File: src/rtl/cpu_pkg.sv
// -----------------------------------------------------------------------------
// cpu_pkg
// Shared definitions for the MIPS pipeline registers.
//   XLEN          : datapath width of instruction and PC
//   NOP_INSTR     : instruction injected on bubble/flush (sll $0,$0,0)
//   SKID_EMPTY/FULL : skid-buffer state encoding
//   pipe_entry_t  : one pipeline entry {instr, pc_add_4, valid, adel}
// -----------------------------------------------------------------------------
package cpu_pkg;
    localparam int XLEN = 32;
    localparam logic [XLEN-1:0] NOP_INSTR = 32'h0000_0000;

    localparam logic [0:0] SKID_EMPTY = 1'b0;
    localparam logic [0:0] SKID_FULL  = 1'b1;

    typedef struct packed {
        logic [XLEN-1:0] instr;
        logic [XLEN-1:0] pc_add_4;
        logic            valid;
        logic            adel;
    } pipe_entry_t;

    // PC+4 keeps the alignment of the PC itself, so low bits reveal misalignment.
    function automatic logic is_misaligned(input logic [XLEN-1:0] pc_add_4);
        return pc_add_4[1:0] != 2'b00;
    endfunction
endpackage

File: src/rtl/if_id_stage_reg_if.sv
// -----------------------------------------------------------------------------
// if_id_stage_reg_if
// Bundle of fetch-side inputs, decode controls and decode-side outputs of the
// IF/ID boundary.
//   master : fetch/hazard side (drives F inputs, StallD, FlushD)
//   slave  : the IF/ID stage register
// Optional StallCnt/FlushCnt exist only when IFID_PERF_CNT_EN is defined.
// -----------------------------------------------------------------------------
interface if_id_stage_reg_if #(parameter int WIDTH = 32) ();
    logic [WIDTH-1:0] InstrF;
    logic [WIDTH-1:0] PC_add_4F;
    logic             ValidF;
    logic             StallD;
    logic             FlushD;
    logic [WIDTH-1:0] InstrD;
    logic [WIDTH-1:0] PC_add_4D;
    logic             ValidD;
    logic             AdEL_D;
    logic             SkidFull;
`ifdef IFID_PERF_CNT_EN
    logic [31:0]      StallCnt;
    logic [31:0]      FlushCnt;
`endif

    modport master (
        output InstrF, PC_add_4F, ValidF, StallD, FlushD,
        input  InstrD, PC_add_4D, ValidD, AdEL_D, SkidFull
`ifdef IFID_PERF_CNT_EN
        , input StallCnt, FlushCnt
`endif
    );

    modport slave (
        input  InstrF, PC_add_4F, ValidF, StallD, FlushD,
        output InstrD, PC_add_4D, ValidD, AdEL_D, SkidFull
`ifdef IFID_PERF_CNT_EN
        , output StallCnt, FlushCnt
`endif
    );
endinterface

File: src/rtl/if_id_skid.sv
// -----------------------------------------------------------------------------
// if_id_skid
// One-entry skid buffer with its EMPTY/FULL FSM. Catches a fetch that lands
// while decode is stalled so it can be handed to decode on release.
//   clk, rst   : clock, async active-low reset
//   i_stall    : StallD
//   i_flush    : FlushD (clears the buffer, priority over stall)
//   i_valid_f  : ValidF
//   i_entry    : pre-formatted F-side entry
//   o_full     : buffer holds an entry
//   o_entry    : buffered entry
// -----------------------------------------------------------------------------
module if_id_skid
    import cpu_pkg::*;
(
    input  logic        clk,
    input  logic        rst,
    input  logic        i_stall,
    input  logic        i_flush,
    input  logic        i_valid_f,
    input  pipe_entry_t i_entry,
    output logic        o_full,
    output pipe_entry_t o_entry
);
    logic [0:0]  r_state;
    pipe_entry_t r_entry;

    always_ff @(posedge clk or negedge rst) begin
        if (!rst) begin
            r_state <= SKID_EMPTY;
            r_entry <= '0;
        end else if (i_flush) begin
            r_state <= SKID_EMPTY;
            r_entry <= '0;
        end else begin
            case (r_state)
                SKID_EMPTY: begin
                    if (i_stall && i_valid_f) begin
                        r_state <= SKID_FULL;
                        r_entry <= i_entry;
                    end
                end
                SKID_FULL: begin
                    // While stalled, fetch is held off and its inputs ignored.
                    if (!i_stall) r_state <= SKID_EMPTY;
                end
                default: r_state <= SKID_EMPTY;
            endcase
        end
    end

    assign o_full  = (r_state == SKID_FULL);
    assign o_entry = r_entry;
endmodule

File: src/rtl/if_id_stage_reg.sv
// -----------------------------------------------------------------------------
// if_id_stage_reg
// IF/ID pipeline register of the 5-stage MIPS core: holds under StallD,
// bubbles on FlushD, skids one fetch arriving during a stall, and flags
// misaligned fetch addresses (AdEL) for the exception unit.
//   clk  : rising-edge clock
//   rst  : asynchronous active-low reset
//   bus  : if_id_stage_reg_if.slave (F inputs, StallD/FlushD, D outputs,
//          SkidFull; StallCnt/FlushCnt when IFID_PERF_CNT_EN is defined)
// Optional feature macro: IFID_PERF_CNT_EN (stall/flush event counters).
// -----------------------------------------------------------------------------
module if_id_stage_reg
    import cpu_pkg::*;
#(
    parameter int               WIDTH     = 32,
    parameter logic [WIDTH-1:0] NOP_INSTR = cpu_pkg::NOP_INSTR
) (
    input  logic              clk,
    input  logic              rst,
    if_id_stage_reg_if.slave  bus
);
    logic        w_misalign;
    pipe_entry_t w_f_entry;
    logic        w_skid_full;
    pipe_entry_t w_skid_entry;
    pipe_entry_t r_d;

    // Only a real fetch can raise an address error.
    assign w_misalign = bus.ValidF && is_misaligned(bus.PC_add_4F);

    // F-side entry: bubbles and faulting fetches carry a NOP; a faulting
    // fetch stays valid so the exception retires with its PC.
    always_comb begin
        w_f_entry.instr    = (bus.ValidF && !w_misalign) ? bus.InstrF : NOP_INSTR;
        w_f_entry.pc_add_4 = bus.PC_add_4F;
        w_f_entry.valid    = bus.ValidF;
        w_f_entry.adel     = w_misalign;
    end

    if_id_skid u_skid (
        .clk       (clk),
        .rst       (rst),
        .i_stall   (bus.StallD),
        .i_flush   (bus.FlushD),
        .i_valid_f (bus.ValidF),
        .i_entry   (w_f_entry),
        .o_full    (w_skid_full),
        .o_entry   (w_skid_entry)
    );

    always_ff @(posedge clk or negedge rst) begin
        if (!rst) begin
            r_d <= '{instr: NOP_INSTR, pc_add_4: '0, valid: 1'b0, adel: 1'b0};
        end else if (bus.FlushD) begin
            // PC still loads so EPC bookkeeping sees the redirect point.
            r_d <= '{instr: NOP_INSTR, pc_add_4: bus.PC_add_4F, valid: 1'b0, adel: 1'b0};
        end else if (!bus.StallD) begin
            // A pending skid entry is older than whatever fetch shows now;
            // fetch re-presents its current word since it was stalled.
            r_d <= w_skid_full ? w_skid_entry : w_f_entry;
        end
    end

    assign bus.InstrD    = r_d.instr;
    assign bus.PC_add_4D = r_d.pc_add_4;
    assign bus.ValidD    = r_d.valid;
    assign bus.AdEL_D    = r_d.adel;
    assign bus.SkidFull  = w_skid_full;

`ifdef IFID_PERF_CNT_EN
    logic [31:0] r_stall_cnt;
    logic [31:0] r_flush_cnt;

    always_ff @(posedge clk or negedge rst) begin
        if (!rst) begin
            r_stall_cnt <= '0;
            r_flush_cnt <= '0;
        end else begin
            if (bus.StallD && !bus.FlushD) r_stall_cnt <= r_stall_cnt + 32'd1;
            if (bus.FlushD)                r_flush_cnt <= r_flush_cnt + 32'd1;
        end
    end

    assign bus.StallCnt = r_stall_cnt;
    assign bus.FlushCnt = r_flush_cnt;
`endif
endmodule

File: src/flat_wrapper.sv
// flat-port wrapper written by rule: the top's interface ports become plain ports
module if_id_stage_reg_flat import cpu_pkg::*;
#(
    parameter int               WIDTH     = 32,
    parameter logic [WIDTH-1:0] NOP_INSTR = cpu_pkg::NOP_INSTR
)
  (clk, rst, bus_InstrF, bus_PC_add_4F, bus_ValidF, bus_StallD, bus_FlushD, bus_InstrD, bus_PC_add_4D, bus_ValidD, bus_AdEL_D, bus_SkidFull);
  if_id_stage_reg_if #(.WIDTH(WIDTH)) bus_i ();
  input  logic clk;
  input  logic rst;
  input wire logic [$bits(bus_i.InstrF)-1:0] bus_InstrF;
  input wire logic [$bits(bus_i.PC_add_4F)-1:0] bus_PC_add_4F;
  input wire logic [$bits(bus_i.ValidF)-1:0] bus_ValidF;
  input wire logic [$bits(bus_i.StallD)-1:0] bus_StallD;
  input wire logic [$bits(bus_i.FlushD)-1:0] bus_FlushD;
  output wire logic [$bits(bus_i.InstrD)-1:0] bus_InstrD;
  output wire logic [$bits(bus_i.PC_add_4D)-1:0] bus_PC_add_4D;
  output wire logic [$bits(bus_i.ValidD)-1:0] bus_ValidD;
  output wire logic [$bits(bus_i.AdEL_D)-1:0] bus_AdEL_D;
  output wire logic [$bits(bus_i.SkidFull)-1:0] bus_SkidFull;
  assign bus_i.InstrF = bus_InstrF;
  assign bus_i.PC_add_4F = bus_PC_add_4F;
  assign bus_i.ValidF = bus_ValidF;
  assign bus_i.StallD = bus_StallD;
  assign bus_i.FlushD = bus_FlushD;
  assign bus_InstrD = bus_i.InstrD;
  assign bus_PC_add_4D = bus_i.PC_add_4D;
  assign bus_ValidD = bus_i.ValidD;
  assign bus_AdEL_D = bus_i.AdEL_D;
  assign bus_SkidFull = bus_i.SkidFull;
  if_id_stage_reg #(.WIDTH(WIDTH), .NOP_INSTR(NOP_INSTR)) u_core (.clk(clk), .rst(rst), .bus(bus_i));
endmodule
File: config.mk
export PLATFORM = sky130hd
export DESIGN_NAME = if_id_stage_reg_flat
export DESIGN_NICKNAME = d
export VERILOG_FILES = /design/src/rtl/cpu_pkg.sv /design/src/rtl/if_id_stage_reg_if.sv /design/src/rtl/if_id_skid.sv /design/src/rtl/if_id_stage_reg.sv /design/src/flat_wrapper.sv
export SDC_FILE = /design/constraint.sdc
export NUM_CORES = 1
export LEC_CHECK = 0
export BUFFER_PORTS_ARGS = -buffer_cell sky130_fd_sc_hd__buf_2
export CAP_MARGIN = 20
export CORE_ASPECT_RATIO = 1.4
export CORE_MARGIN = 2
export CORE_UTILIZATION = 39
export CTS_CLUSTER_SIZE = 25
export DETAILED_ROUTE_END_ITERATION = 10
export GPL_ROUTABILITY_DRIVEN = 1
export SLEW_MARGIN = 20
export SYNTH_ARGS = -nofsm -noshare
export SYNTH_HDL_FRONTEND = slang
export SYNTH_SLANG_ARGS = --single-unit
File: constraint.sdc
create_clock -name clk -period 1.4 [get_ports clk]
set_input_delay 0.07 -clock clk [delete_from_list [all_inputs] [get_ports clk]]
set_output_delay 0.07 -clock clk [all_outputs]
set_load 0.02 [all_outputs]
==> metrics.csv <==
metric;value;unit
status;finished with violations;
violated checks;setup timing;
# port buffers;135;
Detail Route Antenna Nets;0;
Netlist cell types;27;
share of cells above drive strength 1;32.5;%
Setup Crit Path Kind;reg -> reg;
reg2reg end;u_core.u_skid.o_entry[17];
cell area after layout;7930;um^2
chip width;104;um
most common cell after layout, fill and taps aside;buf_2;
first-pass GRT wire length;23400;um
antenna cells;0;
CP Data Arrival Time;1.70;ns
Area growth syn-to-layout;44.8;%
synth warn;0;
Worst setup SP type;register;
gpl congestion;0.753;
crit path launch;u_core.u_skid.o_full;
core area;13800;um^2
Non-Filler Instances;834;
clock-pin slew on the worst setup and hold paths;0.06;ns
syn avg cell area;13.0;um^2
minimum clock period;1.41;ns
commonest non-fill, non-tap cells in the layout;buf_2 (134), dfrtp_1 (132), dlygate4sd3_1 (67);
Worst path depth;5;
vias in the first global route;4511;
CP top delay family;flip-flops;
placed cell count;722;
clock skew;0.00617;ns
Fmax;0.707;GHz
Routed WL;15300;um
final setup fails;7;
PwrDens;1240;nW/um^2
H-tree levels;4;
clock buffer depth;2;
Hold WS;0.0568;ns
DR WL/cell;18.4;um
capture point of the critical path;u_core.u_skid.o_entry[17];
DIE AREA;15000;um^2
clock root cell;clkbuf_16;
Final nets;705;
FP Rows;51;
Reg2Reg Launch Point;u_core.u_skid.o_full;
flops & latches, synth;133;
maxcap violations;0;
Sequential Area;3330;um^2
Detailed Place HPWL;8420;um
# clock sinks;133;
worst hold path type;in -> reg;
Net Count, Synth;490;
cells after synthesis;421;
Residual DRC;0;
drt pass-1 iters;4;
actual slew at the worst max-slew pin;0.392;ns
area post-placement;6370;um^2
CP Data Required Time;1.69;ns
Vias;4391;
DR iter-0 viols;260;
R2R cell count;5;
Tot GR Track Use;19.7;%
worst vdd ir;0.884;mV
CP endpoint kind;register;
Avg Vias per Cell;5.26;
initial core utilization;39.6;%
period utilisation layout;101;%
Pins Over Slew Limit;0;
worst setup margin;-0.0139;ns
max incr delay on CP;0.42;ns
Critical-path top delay cell;dfrtp_2;
Lkg Pwr;3.83;nW
Chip Height;144;um
CP Buf/Inv Count;2;
area of the multi-input gates;1930;um^2
Slew HR;73.8;%
antenna violations before repair;0;
Synth Cell Area;5480;um^2
Clk Latency, worst-skew pair;0.41;ns
Final Util;57.3;%
Top Ports;136;
Final Hold Viols;0;
GRT overflow;0;
Reg2Reg Setup Slack;-0.01;ns
CTS tree;done;
register area share after synthesis;60.8;%
Critical Path Fanout Max;12;
CTS Buf Count;17;
largest net degree at the start of global routing;52;
RSZ-0062 raised after global routing;true;
fill cell count;1169;
Critical Path, Cell by Cell;buf_6, nor2b_4, a21oi_4, clkbuf_16, a22o_1;
[cells in the mapped netlist, drive strengths merged]
cell type / number / share of area, %
nand2b: 2 / 0.37
nor2: 6 / 0.41
a21oi: 2 / 0.39
and3: 1 / 0.11
a22o: 64 / 10
buf: 31 / 4.2
a221o: 32 / 5.8
nor3b: 1 / 0.14
nor4b: 1 / 0.43
a211oi: 2 / 0.27
inv: 1 / 0.068
nor2b: 5 / 1.1
nor3: 1 / 0.091
dfrtp: 133 / 61
mux2i: 33 / 6.0
clkbuf: 6 / 0.41
o21ai: 33 / 3.0
nand2: 34 / 2.3
and2: 32 / 3.7
nand3b: 1 / 0.14
[cells by family after synthesis]
| family | count (synthesis) | share of synthesized area [%] |
|---|---|---|
| and+or+nand+nor | 84 | 8.80 |
| AOI/OAI and AO/OA | 133 | 19.8 |
| DFF | 133 | 60.8 |
| muxes | 33 | 6.03 |
| buffers and inverters | 38 | 4.64 |
[area by class of cell]
type                       count  area share [%]
tap                          185            2.92
multi-input combinational    251            24.3
sequential                   133            42.0
clock inverter                14            2.21
clock buffer                  18            5.54
timing repair buffer         232            23.0
inverter                       1          0.0473
[registers in the layout (all words and copies together) (netlist names)]
register,count
u_core.bus.AdEL_D,1
u_core.bus.InstrD,32
u_core.bus.PC_add_4D,32
u_core.bus.ValidD,1
u_core.u_skid.o_entry,66
u_core.u_skid.o_full,1
[where the power goes]
group,total [mW],leakage (nW),switching (mW),internal [mW]
combinational,1.13,1.76,0.613,0.512
sequential,4.10,1.78,0.0915,4.01
clock,4.60,0.293,1.73,2.87
[worst min path at each step]
stage,from,endpoint,slack [ns],cells past startpoint
CTS,bus_ValidF,u_core.u_skid.o_entry[0],0.006,3
global route,bus_ValidF,u_core.bus.AdEL_D,0.06,3
global placement,rst,u_core.bus.PC_add_4D[6],-0.04,1
finish,bus_ValidF,u_core.bus.AdEL_D,0.06,3
detailed placement,rst,u_core.bus.PC_add_4D[6],-0.04,1
floorplan,rst,u_core.bus.AdEL_D,-0.23,0
[per-layer routing]
layer | global-route usage (%) | vias to the layer above | share of wire (%)
met5 | 0 | - | 0
met4 | 6.69 | 0 | 1.6
met3 | 4.64 | 17 | 4.0
met2 | 33.1 | 146 | 50
met1 | 25.4 | 2240 | 44
li1 | - | 1988 | -
[stage by stage]
step / setup WS [ns] / power (mW) / TNS [ns]
CTS: -0.00624 / 9.86 / -0.00917
floorplan: -0.0992 / 4.63 / -2.98
finish: -0.0139 / 9.83 / -0.0297
global placement: -0.144 / 5.04 / -4.88
detailed placement: -0.199 / 5.06 / -7.32
global route: -0.0527 / 10.2 / -1.51
[worst register-to-register path, stage by stage (launching register included)]
cell       delay (ns)
dfrtp_2          0.42
buf_6            0.13
nor2b_4          0.15
a21oi_4          0.14
clkbuf_16        0.22
a22o_1           0.25
[repair_timing]
item,4_1_cts,5_1_grt
gates resized for setup,5,14
buffers inserted,1,5
gates cloned,2,5
pin swaps,3,16
endpoints found under the hold margin,263,0
hold buffers,67,0
setup endpoints to repair,97,121
Power figures use the tool's default switching activity.
